$ cat src/rtl/ram_sync_clr.sv
// Synchronous 1W/1R RAM with bit-masked writes, registered read with valid flag,
// write-first bypass and a hardware clear sweep that runs after reset or on request.
module ram_sync_clr #(
  parameter int DATA_W = 4,
  parameter int ADDR_W = 4
) (
  input  logic              clock,
  input  logic              reset,
  input  logic              clr,
  input  logic              we,
  input  logic [ADDR_W-1:0] wa,
  input  logic [DATA_W-1:0] wd,
  input  logic [DATA_W-1:0] wm,
  input  logic              re,
  input  logic [ADDR_W-1:0] ra,
  output logic [DATA_W-1:0] rd,
  output logic              rvalid,
  output logic              busy,
  output logic              drop
);

  localparam int DEPTH = 2 ** ADDR_W;

  typedef enum logic {
    CLEAR = 1'b0,
    RUN   = 1'b1
  } state_t;

  state_t            r_state;
  logic [ADDR_W-1:0] r_ptr;
  logic [DATA_W-1:0] r_rd;
  logic              r_rvalid;
  logic              r_busy;
  logic              r_drop;
  logic [DATA_W-1:0] r_mem [DEPTH];

  logic [DATA_W-1:0] w_merged;
  logic              w_bypass;

  // Merged word for a masked write; also the value forwarded on a same-address read.
  assign w_merged = (r_mem[wa] & ~wm) | (wd & wm);
  assign w_bypass = we && (wa == ra);

  // NOTE: the array has no reset branch so it can map onto RAM macros; the sweep zeroes it.
  always_ff @(posedge clock) begin
    if (!reset) begin
      if (r_state == CLEAR) begin
        r_mem[r_ptr] <= '0;
      end else if (we) begin
        r_mem[wa] <= w_merged;
      end
    end
  end

  // NOTE: all state here uses non-blocking assignments so every register samples pre-edge values.
  always_ff @(posedge clock) begin
    if (reset) begin
      r_state  <= CLEAR;
      r_ptr    <= '0;
      r_busy   <= 1'b1;
      r_rvalid <= 1'b0;
      r_rd     <= '0;
      r_drop   <= 1'b0;
    end else begin
      case (r_state)
        CLEAR: begin
          r_ptr    <= r_ptr + ADDR_W'(1);
          r_rvalid <= 1'b0;
          r_drop   <= we | re;
          if (r_ptr == ADDR_W'(DEPTH - 1)) begin
            r_state <= RUN;
            r_busy  <= 1'b0;
          end
        end
        RUN: begin
          r_drop <= 1'b0;
          if (re) begin
            r_rd     <= w_bypass ? w_merged : r_mem[ra];
            r_rvalid <= 1'b1;
          end else begin
            r_rvalid <= 1'b0;
          end
          // Same-cycle requests still complete; the sweep then overwrites them.
          if (clr) begin
            r_state <= CLEAR;
            r_ptr   <= '0;
            r_busy  <= 1'b1;
          end
        end
        default: begin
          r_state <= CLEAR;
          r_ptr   <= '0;
          r_busy  <= 1'b1;
        end
      endcase
    end
  end

  assign rd     = r_rd;
  assign rvalid = r_rvalid;
  assign busy   = r_busy;
  assign drop   = r_drop;

endmodule

$ cat config.mk
export PLATFORM = sky130hd
export DESIGN_NAME = ram_sync_clr
export DESIGN_NICKNAME = d
export VERILOG_FILES = /design/src/rtl/ram_sync_clr.sv
export SDC_FILE = /design/constraint.sdc
export NUM_CORES = 1
export LEC_CHECK = 0
export CAP_MARGIN = 10
export CORE_MARGIN = 5
export CORE_UTILIZATION = 63
export CTS_CLUSTER_SIZE = 16
export DETAILED_ROUTE_END_ITERATION = 7
export GPL_TIMING_DRIVEN = 1
export PLACE_DENSITY = 0.85
export SYNTH_ARGS = -nofsm -noshare
export SYNTH_HDL_FRONTEND = slang
export SYNTH_SLANG_ARGS = --single-unit
export TNS_END_PERCENT = 50
$ cat constraint.sdc
create_clock -name clock -period 5.02 [get_ports clock]
set_clock_uncertainty 0.2 [all_clocks]
set_input_delay 0.753 -clock clock [delete_from_list [all_inputs] [get_ports clock]]
set_output_delay 0.753 -clock clock [all_outputs]
set_load 0.02 [all_outputs]
==> results by group, run 1 <==
Outcome
  – Status: finished with violations
  – Failing checks: DRC

Timing
  – Fin crit share: 64.4%
  – Slew Limit Fails: 0
  – Hold slack: 298 ps
  – Setup TNS: 0 ps
  – Period minus WS final: 3240 ps
  – Final worst slack: 1780 ps
  – Fmax: 309 MHz
  – RSZ-0062 raised after global routing: false
  – Slew headroom: 29.1%
  – Hold Violations, Final: 0
  – Slew @ Worst Pin: 1060 ps
  – Final setup violating endpoints: 0

Synthesis
  – Mapped Nets: 330
  – Synth Area in Simple Gates: 11.6%
  – Share of the yosys chip area belonging to registers: 54.1%
  – Synth Area in Adders: 0.313%
  – Synth Flop Type: edfxtp_1
  – Cell Area, Synth: 3990 um2
  – Synth area leaders: edfxtp_1, mux4_1, mux2i_1
  – FFs w/ async S/R, synth: 0%
  – Top cell type by total area after synthesis: edfxtp_1
  – Largest family of logic cells by synthesized area: multiplexers
  – Count leader, synth: edfxtp_1
  – Synth Instances: 308
  – Compound-gate portion of the synthesized area: 10.3%
  – XOR/XNOR share of the synthesized area: 1.54%
  – Post-synth top cells: edfxtp_1, mux2i_1, nor2_1
  – #FFs+latches synth: 76
  – EDFF count, synth: 64
  – Syn_area_per_cell: 13.0 um2
  – Yosys top cell area share: 48.1%
  – Post-synthesis mux area share: 18.4%
  – Count of different cell masters after synthesis: 43
  – Yosys warnings: 0

Cells and area
  – Share of layout cells above drive strength 1: 7.60%
  – Area growth syn-to-layout: 10.3%
  – Inserted Diodes: 0
  – Nets: 346
  – Post-route cell area: 4410 um2
  – Final design utilization: 70.6%
  – Finished Layout Cells: 406
  – Filler instances: 421

Detailed routing
  – Via count: 2,837
  – WL/cell: 23.2 um
  – DRC: 1
  – Routed Antenna Nets: 0
  – Vias/cell: 6.99
  – Final Routed Wirelength: 9440 um
  – DR pass1 iterations: 8
  – Initial DRC Count: 485

CTS
  – Clk root buf: clkbuf_8
  – Clock-pin slew on the worst setup and hold paths: 80 ps
  – H-tree Lvls: 3
  – Num CTS Buffers: 9
  – Post-CTS Setup Repair Bufs: 0
  – CTS resizes: 0
  – CTS max path bufs: 2
  – Worst-Skew Late Latency: 350 ps
  – CTS tree: yes
  – Sink Count: 76
  – Hold bufs inserted after CTS: 0

Worst setup path
  – Startpoint Class: input pin
  – Reg-to-Reg End: r_mem[2][3]$_DFFE_PP_
  – Crit end category: flop
  – Arr. time, crit path: 3240 ps
  – Slowest stage cell on the critical path: clkdlybuf4s50_1
  – Critical Path RT: 5020 ps
  – CP Max Fanout: 18
  – Reg2Reg Depth: 4
  – Worst R2R Setup Slack: 2300 ps
  – FF-to-FF Start: r_state$_SDFF_PP0_
  – Crit-path cells: clkdlybuf4s50_1 -> mux4_1 -> a22oi_1 -> nand3_1 -> a21oi_1 -> a211oi_2
  – CP Class: input pin to flop
  – Max stage delay on crit path: 1170 ps

Worst hold path
  – Hold Crit Start: busy$_SDFFE_PP1P_
  – Hold Path Stages: 1
  – Hold Path Class: flop to flop
  – Worst Hold End: busy$_SDFFE_PP1P_

Floorplan
  – Die Y: 89.6 um
  – Initial Utilization: 64.0%
  – Core Footprint: 6240 um2
  – Top-Level Pins: 28
  – Die Footprint: 8030 um2
  – Die X-Extent: 89.6 um
  – Row count: 29

GRT
  – First-pass GRT wire length: 14,200 um
  – Total track usage: 24.8%
  – Largest net degree at the start of global routing: 37
  – Initial antenna violation count: 0
  – Grt total ovfl: 0
  – Vias in the first global route: 2,510

Pwr
  – PwrDens: 285 nW/um2
  – Power, Total: 1.26 mW
  – VDD IR-drop max: 241 uV
  – Leak: 1.65 nW

Placement
  – GPL Wtd Cong: 0.999
  – Post-place setup slack: 1450 ps
  – Cells after DPL: 390
  – DP HPWL: 6630 um
  – Cell Area, Placed: 4220 um2
  – Port Buf Inserts: 27

Flow run
  – Max Cap Viol: 0
-- worst max-delay path by stage --
| stage | startpoint | end | slack, ps | depth (start not counted) |
|---|---|---|---|---|
| 6_report | ra[0] | rd[1]$_SDFFE_PP0P_ | 1780 | 6 |
| 5_1_grt | ra[0] | rd[1]$_SDFFE_PP0P_ | 1680 | 6 |
| 4_1_cts | ra[0] | rd[1]$_SDFFE_PP0P_ | 1800 | 6 |
| 3_5_place_dp | ra[0] | rd[1]$_SDFFE_PP0P_ | 1450 | 6 |
| 3_3_place_gp | ra[0] | rd[2]$_SDFFE_PP0P_ | 1470 | 6 |
| 2_1_floorplan | reset | r_mem[0][0]$_DFFE_PP_ | 2710 | 5 |
-- power breakdown --
part           internal, mW  switching [mW]  leakage, nW
Combinational        0.0521          0.0644        0.784
Sequential            0.683         0.00775        0.774
Clock                 0.226           0.224       0.0884
Total                 0.962           0.296         1.65
-- cells in the final DEF, fill, tap and decap left out, types with 4 or more instances in the layout --
cell	netlist	final
a211oi_2	4	4
a21oi_1	22	22
a22oi_1	12	12
a31o_1	4	4
a31oi_1	8	8
clkbuf_8	0	9
clkdlybuf4s50_1	0	26
dfxtp_1	12	12
edfxtp_1	64	64
mux2i_1	32	32
mux4_1	14	14
nand2_1	18	18
nand3_1	22	22
nand4_1	4	4
nor2_1	29	29
nor2b_1	6	6
xor2_1	4	4
-- sequential cells by signal (all words and copies together), names as in the netlist --
| name | cells |
|---|---|
| drop | 1 |
| busy | 1 |
| rvalid | 1 |
| r_ptr | 4 |
| r_state | 1 |
| rd | 4 |
| r_mem | 64 |
-- worst max-delay path, delay by kind of cell --
kind	cells	cell delay, ps
AND/OR/NAND/NOR	1	100
buffers and inverters	1	1170
multiplexers	1	660
AO/OA/AOI/OAI	3	530
-- final cells by class --
type,instances,area (um2),share of cell area (%)
flip-flops and latches,76,2160,49.1
multi-input cells,207,1680,38.2
repair buffers,27,265,6.02
clock buffers,9,124,2.81
well taps,77,96.3,2.19
clock inverters,7,65.1,1.48
inverters,3,11.3,0.256
-- metal layers --
metal / part of all wire, % / wire (um) / global-route usage, %
met3: 11 / 1030 / 4.29
met5: 0 / 0 / 0
met2: 46 / 4310 / 38.4
met4: 3.2 / 301 / 9.34
met1: 40 / 3790 / 35.3
-- logic make-up (layout without fill, tap and decap cells) --
| family | Yosys count | after routing |
|---|---|---|
| muxes | 48 | 48 |
| buffers and inverters | 25 | 46 |
| DFF | 76 | 76 |
| adders and majority gates | 1 | 1 |
| and+or+nand+nor | 93 | 93 |
| xor gates and xnor gates | 7 | 7 |
| AOI/OAI and AO/OA | 58 | 58 |
(Power assumes the default switching activity.)
==> run 2, diff against run 1 <==
Settings changed: CORE_UTILIZATION 63 to 59, PLACE_DENSITY 0.85 to 0.8.
Clock period 5.02 ns to 3.3 ns, I/O delays scaled along.
==> results by group, run 2 (synthesis results as in run 1) <==
Timing
  – Slew @ Worst Pin: 542 ps (was 1060 ps)
  – Setup TNS: 0 ps (unchanged)
  – Fmax: 392 MHz
  – Hold slack: 294 ps (was 298 ps)
  – Fin crit share: 77.4%
  – Slew Limit Fails: 0 (unchanged)
  – Slew headroom: 63.7% (was 29.1%)
  – Final setup violating endpoints: 0 (unchanged)
  – Period minus WS final: 2550 ps
  – Hold Violations, Final: 0 (unchanged)
  – RSZ-0062 raised after global routing: false (unchanged)

Detailed routing
  – Vias/cell: 6.84 (was 6.99)
  – Routed Antenna Nets: 0 (unchanged)
  – DR pass1 iterations: 6 (was 8)
  – WL/cell: 24.4 um (was 23.2 um)
  – DRC: 0 (was 1)
  – Final Routed Wirelength: 10,600 um (was 9440 um)
  – Initial DRC Count: 456 (was 485)
  – Via count: 2,967 (was 2,837)

CTS
  – Sink Count: 76 (unchanged)
  – Worst-Skew Late Latency: 360 ps (was 350 ps)
  – CTS resizes: 0 (unchanged)
  – Hold bufs inserted after CTS: 0 (unchanged)
  – H-tree Lvls: 3 (unchanged)
  – CTS max path bufs: 2 (unchanged)
  – CTS tree: yes (unchanged)
  – Clock-pin slew on the worst setup and hold paths: 80 ps (about the same)
  – Num CTS Buffers: 9 (unchanged)
  – Clk root buf: clkbuf_8 (unchanged)
  – Post-CTS Setup Repair Bufs: 0 (unchanged)

Floorplan
  – Die Y: 92.3 um (was 89.6 um)
  – Die Footprint: 8510 um2 (was 8030 um2)
  – Row count: 30 (was 29)
  – Top-Level Pins: 28 (unchanged)
  – Core Footprint: 6680 um2 (was 6240 um2)
  – Initial Utilization: 59.8% (was 64.0%)
  – Die X-Extent: 92.3 um (was 89.6 um)

Worst setup path
  – CP Max Fanout: 16 (was 18)
  – Arr. time, crit path: 2440 ps (was 3240 ps)
  – Slowest stage cell on the critical path: clkdlybuf4s50_1 (unchanged)
  – Critical Path RT: 3180 ps (was 5020 ps)
  – Startpoint Class: input pin (unchanged)
  – Crit end category: flop (unchanged)
  – Crit-path cells: clkdlybuf4s50_1 -> nand3b_1 -> nor2_1 -> nand4_1 -> nand3_1 (was clkdlybuf4s50_1 -> mux4_1 -> a22oi_1 -> nand3_1 -> a21oi_1 -> a211oi_2)
  – CP top delay family: simple AND/OR/NAND/NOR gates (was buffers and inverters)
  – Max stage delay on crit path: 640 ps (was 1170 ps)
  – CP Class: input pin to flop (unchanged)
  – CP bufs+invs: 1 (unchanged)

GRT
  – Initial antenna violation count: 0 (unchanged)
  – Grt total ovfl: 0 (unchanged)
  – First-pass GRT wire length: 16,500 um (was 14,200 um)
  – Vias in the first global route: 2,920 (was 2,510)
  – Total track usage: 26.5% (was 24.8%)
  – Largest net degree at the start of global routing: 37 (unchanged)

Worst hold path
  – Hold Path Class: flop to flop (unchanged)

Placement
  – GPL Wtd Cong: 0.952 (was 0.999)
  – Cells after DPL: 418 (was 390)
  – DP HPWL: 7120 um (was 6630 um)
  – Port Buf Inserts: 27 (unchanged)

Cells and area
  – Most common cell after layout, fill and taps aside: edfxtp_1 (unchanged)
  – Most frequent cells in the layout: edfxtp_1, mux2i_1, nor2_1, clkdlybuf4s50_1, buf_4 (was edfxtp_1, mux2i_1, nor2_1, clkdlybuf4s50_1)
  – Max reg flops: 64 (unchanged)
  – Largest Register: r_mem (unchanged)
  – Inserted Diodes: 0 (unchanged)
  – Nets: 371 (was 346)
  – Share of layout cells above drive strength 1: 14.7% (was 7.60%)
  – Filler instances: 447 (was 421)
  – Finished Layout Cells: 434 (was 406)
  – Area growth syn-to-layout: 16.6% (was 10.3%)

Pwr
  – PwrDens: 441 nW/um2 (was 285 nW/um2)
  – VDD IR-drop max: 300 uV (was 241 uV)
  – Leak: 1.80 nW (was 1.65 nW)

Flow run
  – Max Cap Viol: 0 (unchanged)

Outcome
  – Status: complete, no violations (was finished with violations)
[run 2: cell types whose count changed in the layout (fill, tap and decap cells not counted), sizes merged]
cell    previous run  this run
bufinv             1         2
clkinv             3         1
inv                4         5
buf                1        26
[run 2: area by class of cell]
cell class                      count  area, um2  share of cell area, %
Multi-Input combinational cell    207       1680                   36.1
Inverter                            3       11.3                  0.242
Timing Repair Buffer               52        478                   10.3
Sequential cell                    76       2160                   46.4
Clock inverter                      7       98.8                   2.12
Clock buffer                        9        124                   2.66
Tap cell                           80        100                   2.15
[run 2: final timing paths]
check | cells after the start | startpoint | end | slack (ps)
setup reg to reg | 4 | r_state$_SDFF_PP0_ | r_mem[15][2]$_DFFE_PP_ | 890
hold reg to reg | 1 | busy$_SDFFE_PP1P_ | busy$_SDFFE_PP1P_ | 290
hold / removal | 1 | busy$_SDFFE_PP1P_ | busy$_SDFFE_PP1P_ | 290
setup / recovery | 5 | we | r_mem[15][2]$_DFFE_PP_ | 750
[run 2: power breakdown]
part / switching, mW / internal [mW]
logic: 0.106 / 0.0917
registers: 0.0111 / 1.04
clock network: 0.374 / 0.431
total: 0.491 / 1.56
[run 2: through the flow]
stage	setup WS (ps)	util (%)	power, mW	area (um2)
4_1_cts	819	69.7	2.06	4660
3_5_place_dp	415	66.3	1.26	4430
2_1_floorplan	1250	-	1.19	3990
5_1_grt	598	69.7	2.12	4660
6_report	746	69.7	2.05	4660
3_3_place_gp	456	66.3	1.26	4430
[run 2: metal layers]
layer / vias to the layer above / routed length [um] / global-route usage, %
li1: 1285 / - / -
met1: 1404 / 4060 / 33.9
met2: 218 / 4910 / 39.7
met3: 60 / 1080 / 7.79
met4: 0 / 535 / 16.1
met5: - / 0 / 0
[run 2: worst reg2reg max path, stage by stage, from the launching register on]
cell	delay, ps
dfxtp_1	620
nand3b_1	190
nor2_1	420
nand4_1	250
nand3_1	450
==> run 3, diff against run 2 <==
Clock period 3.3 ns to 2.36 ns, I/O delays scaled along.
==> results by group, run 3 (synthesis results as in run 1) <==
Outcome
  – Status: complete, no violations (unchanged)

Worst setup path
  – Crit end category: flop (unchanged)
  – CP Class: input pin to flop (unchanged)
  – Arr. time, crit path: 2270 ps (was 2440 ps)
  – Crit-path cells: clkdlybuf4s50_1 -> buf_12 -> mux4_1 -> a22oi_1 -> nand3_1 -> a21oi_1 -> a211oi_2 (was clkdlybuf4s50_1 -> nand3b_1 -> nor2_1 -> nand4_1 -> nand3_1)
  – Critical Path RT: 2410 ps (was 3180 ps)
  – Startpoint Class: input pin (unchanged)
  – Max stage delay on crit path: 570 ps (was 640 ps)
  – Reg2Reg Depth: 6 (was 4)
  – CP Max Fanout: 10 (was 16)
  – Worst R2R Setup Slack: 220 ps (was 890 ps)
  – Slowest stage cell on the critical path: mux4_1 (was clkdlybuf4s50_1)

Placement
  – GPL Wtd Cong: 0.933 (was 0.952)
  – DP HPWL: 7750 um (was 7120 um)
  – Port Buf Inserts: 27 (unchanged)

Floorplan
  – Core Footprint: 6680 um2 (unchanged)
  – Die X-Extent: 92.3 um (unchanged)
  – Die Y: 92.3 um (unchanged)
  – Top-Level Pins: 28 (unchanged)
  – Initial Utilization: 59.8% (unchanged)
  – Row count: 30 (unchanged)
  – Die Footprint: 8510 um2 (unchanged)

CTS
  – CTS resizes: 0 (unchanged)
  – Sink Count: 76 (unchanged)
  – Num CTS Buffers: 9 (unchanged)
  – Clk root buf: clkbuf_8 (unchanged)
  – CTS tree: yes (unchanged)
  – Clock-pin slew on the worst setup and hold paths: 90 ps (was 80 ps)
  – Worst-Skew Late Latency: 360 ps (about the same)
  – Post-CTS Setup Repair Bufs: 0 (unchanged)
  – Hold bufs inserted after CTS: 0 (unchanged)
  – H-tree Lvls: 3 (unchanged)
  – CTS max path bufs: 2 (unchanged)

Cells and area
  – Inserted Diodes: 0 (unchanged)
  – Share of layout cells above drive strength 1: 19.0% (was 14.7%)
  – Most frequent cells in the layout: edfxtp_1, buf_4, mux2i_1, nor2_1, clkdlybuf4s50_1 (was edfxtp_1, mux2i_1, nor2_1, clkdlybuf4s50_1, buf_4)
  – Most common cell after layout, fill and taps aside: edfxtp_1 (unchanged)
  – Nets: 390 (was 371)
  – Final design utilization: 72.9% (was 69.7%)
  – Area growth syn-to-layout: 22.0% (was 16.6%)
  – Largest Register: r_mem (unchanged)
  – Filler instances: 444 (was 447)
  – Max reg flops: 64 (unchanged)

GRT
  – First-pass GRT wire length: 16,400 um (was 16,500 um)
  – Largest net degree at the start of global routing: 23 (was 37)
  – Met3 Use GR: 5.50% (was 7.79%)
  – Busiest grt layer: met2 (unchanged)
  – Total track usage: 26.2% (was 26.5%)
  – Vias in the first global route: 2,928 (was 2,920)
  – Grt total ovfl: 0 (unchanged)
  – Met1 Use GR: 36.6% (was 33.9%)
  – Met2 GRT Util: 41.2% (was 39.7%)
  – Initial antenna violation count: 0 (unchanged)

Detailed routing
  – Final Routed Wirelength: 10,400 um (was 10,600 um)
  – Routed Antenna Nets: 0 (unchanged)
  – Via count: 2,969 (was 2,967)
  – DR pass1 iterations: 5 (was 6)
  – WL/cell: 23.1 um (was 24.4 um)
  – Vias/cell: 6.55 (was 6.84)
  – Initial DRC Count: 552 (was 456)
  – DRC: 0 (unchanged)

Timing
  – Slew Limit Fails: 0 (unchanged)
  – Hold slack: 303 ps (was 294 ps)
  – Slew @ Worst Pin: 588 ps (was 542 ps)
  – Period minus WS final: 2220 ps
  – Final setup violating endpoints: 0 (unchanged)
  – RSZ-0062 raised after global routing: false (unchanged)
  – Hold Violations, Final: 0 (unchanged)
  – Fmax: 451 MHz
  – Fin crit share: 94.0%
  – Slew headroom: 60.6% (was 63.7%)

Pwr
  – VDD IR-drop max: 466 uV (was 300 uV)
  – PwrDens: 593 nW/um2 (was 441 nW/um2)
  – Leak: 1.92 nW (was 1.80 nW)

Worst hold path
  – Hold Path Stages: 1 (unchanged)
  – Hold Path Class: flop to flop (unchanged)

Flow run
  – Max Cap Viol: 0 (unchanged)
-- run 3: cell count changes in the layout (fill, tap and decap cells not counted), sizes merged --
| cell | before | now |
|---|---|---|
| buf | 26 | 45 |
-- run 3: layout make-up --
cell class | instances | area [um2] | share of cell area (%)
Clock buffer | 9 | 124 | 2.54
Sequential cell | 76 | 2160 | 44.4
Multi-Input combinational cell | 207 | 1680 | 34.5
Timing Repair Buffer | 71 | 696 | 14.3
Clock inverter | 7 | 98.8 | 2.03
Inverter | 3 | 11.3 | 0.231
Tap cell | 80 | 100 | 2.05
-- run 3: critical path: cells and delay by family --
kind,cells,cell delay (ps)
compound gates,3,540
buf+inv,2,670
mux,1,570
simple gates,1,140
-- run 3: report_power, final --
part	switching, mW	internal [mW]
Clock	0.519	0.603
Combinational	0.145	0.150
Sequential	0.0188	1.45
Total	0.683	2.21
-- run 3: final timing paths --
kind	startpoint	endpoint
worst max-delay path	ra[0]	rd[0]$_SDFFE_PP0P_
worst min-delay path	busy$_SDFFE_PP1P_	busy$_SDFFE_PP1P_
worst max register to register	r_state$_SDFF_PP0_	r_mem[15][2]$_DFFE_PP_
worst min register to register	busy$_SDFFE_PP1P_	busy$_SDFFE_PP1P_
-- run 3: metal layers --
metal / part of all wire [%] / routed length, um / vias up
met4: 2.4 / 249 / 0
met3: 8.5 / 891 / 27
met1: 42 / 4380 / 1450
met2: 47 / 4930 / 169
met5: 0 / 0 / -
li1: - / - / 1323
-- run 3: stage by stage --
stage / cell area, um2 / setup WS [ps] / setup TNS [ps] / cells / power, mW
2_1_floorplan: 3990 / 452 / 0 / 308 / 1.67
3_3_place_gp: 4650 / -207 / -6560 / 437 / 1.79
3_5_place_dp: 4650 / -209 / -7100 / 437 / 1.79
4_1_cts: 4870 / 163 / 0 / 453 / 2.89
5_1_grt: 4870 / 69.9 / 0 / 453 / 2.99
6_report: 4870 / 142 / 0 / 453 / 2.89
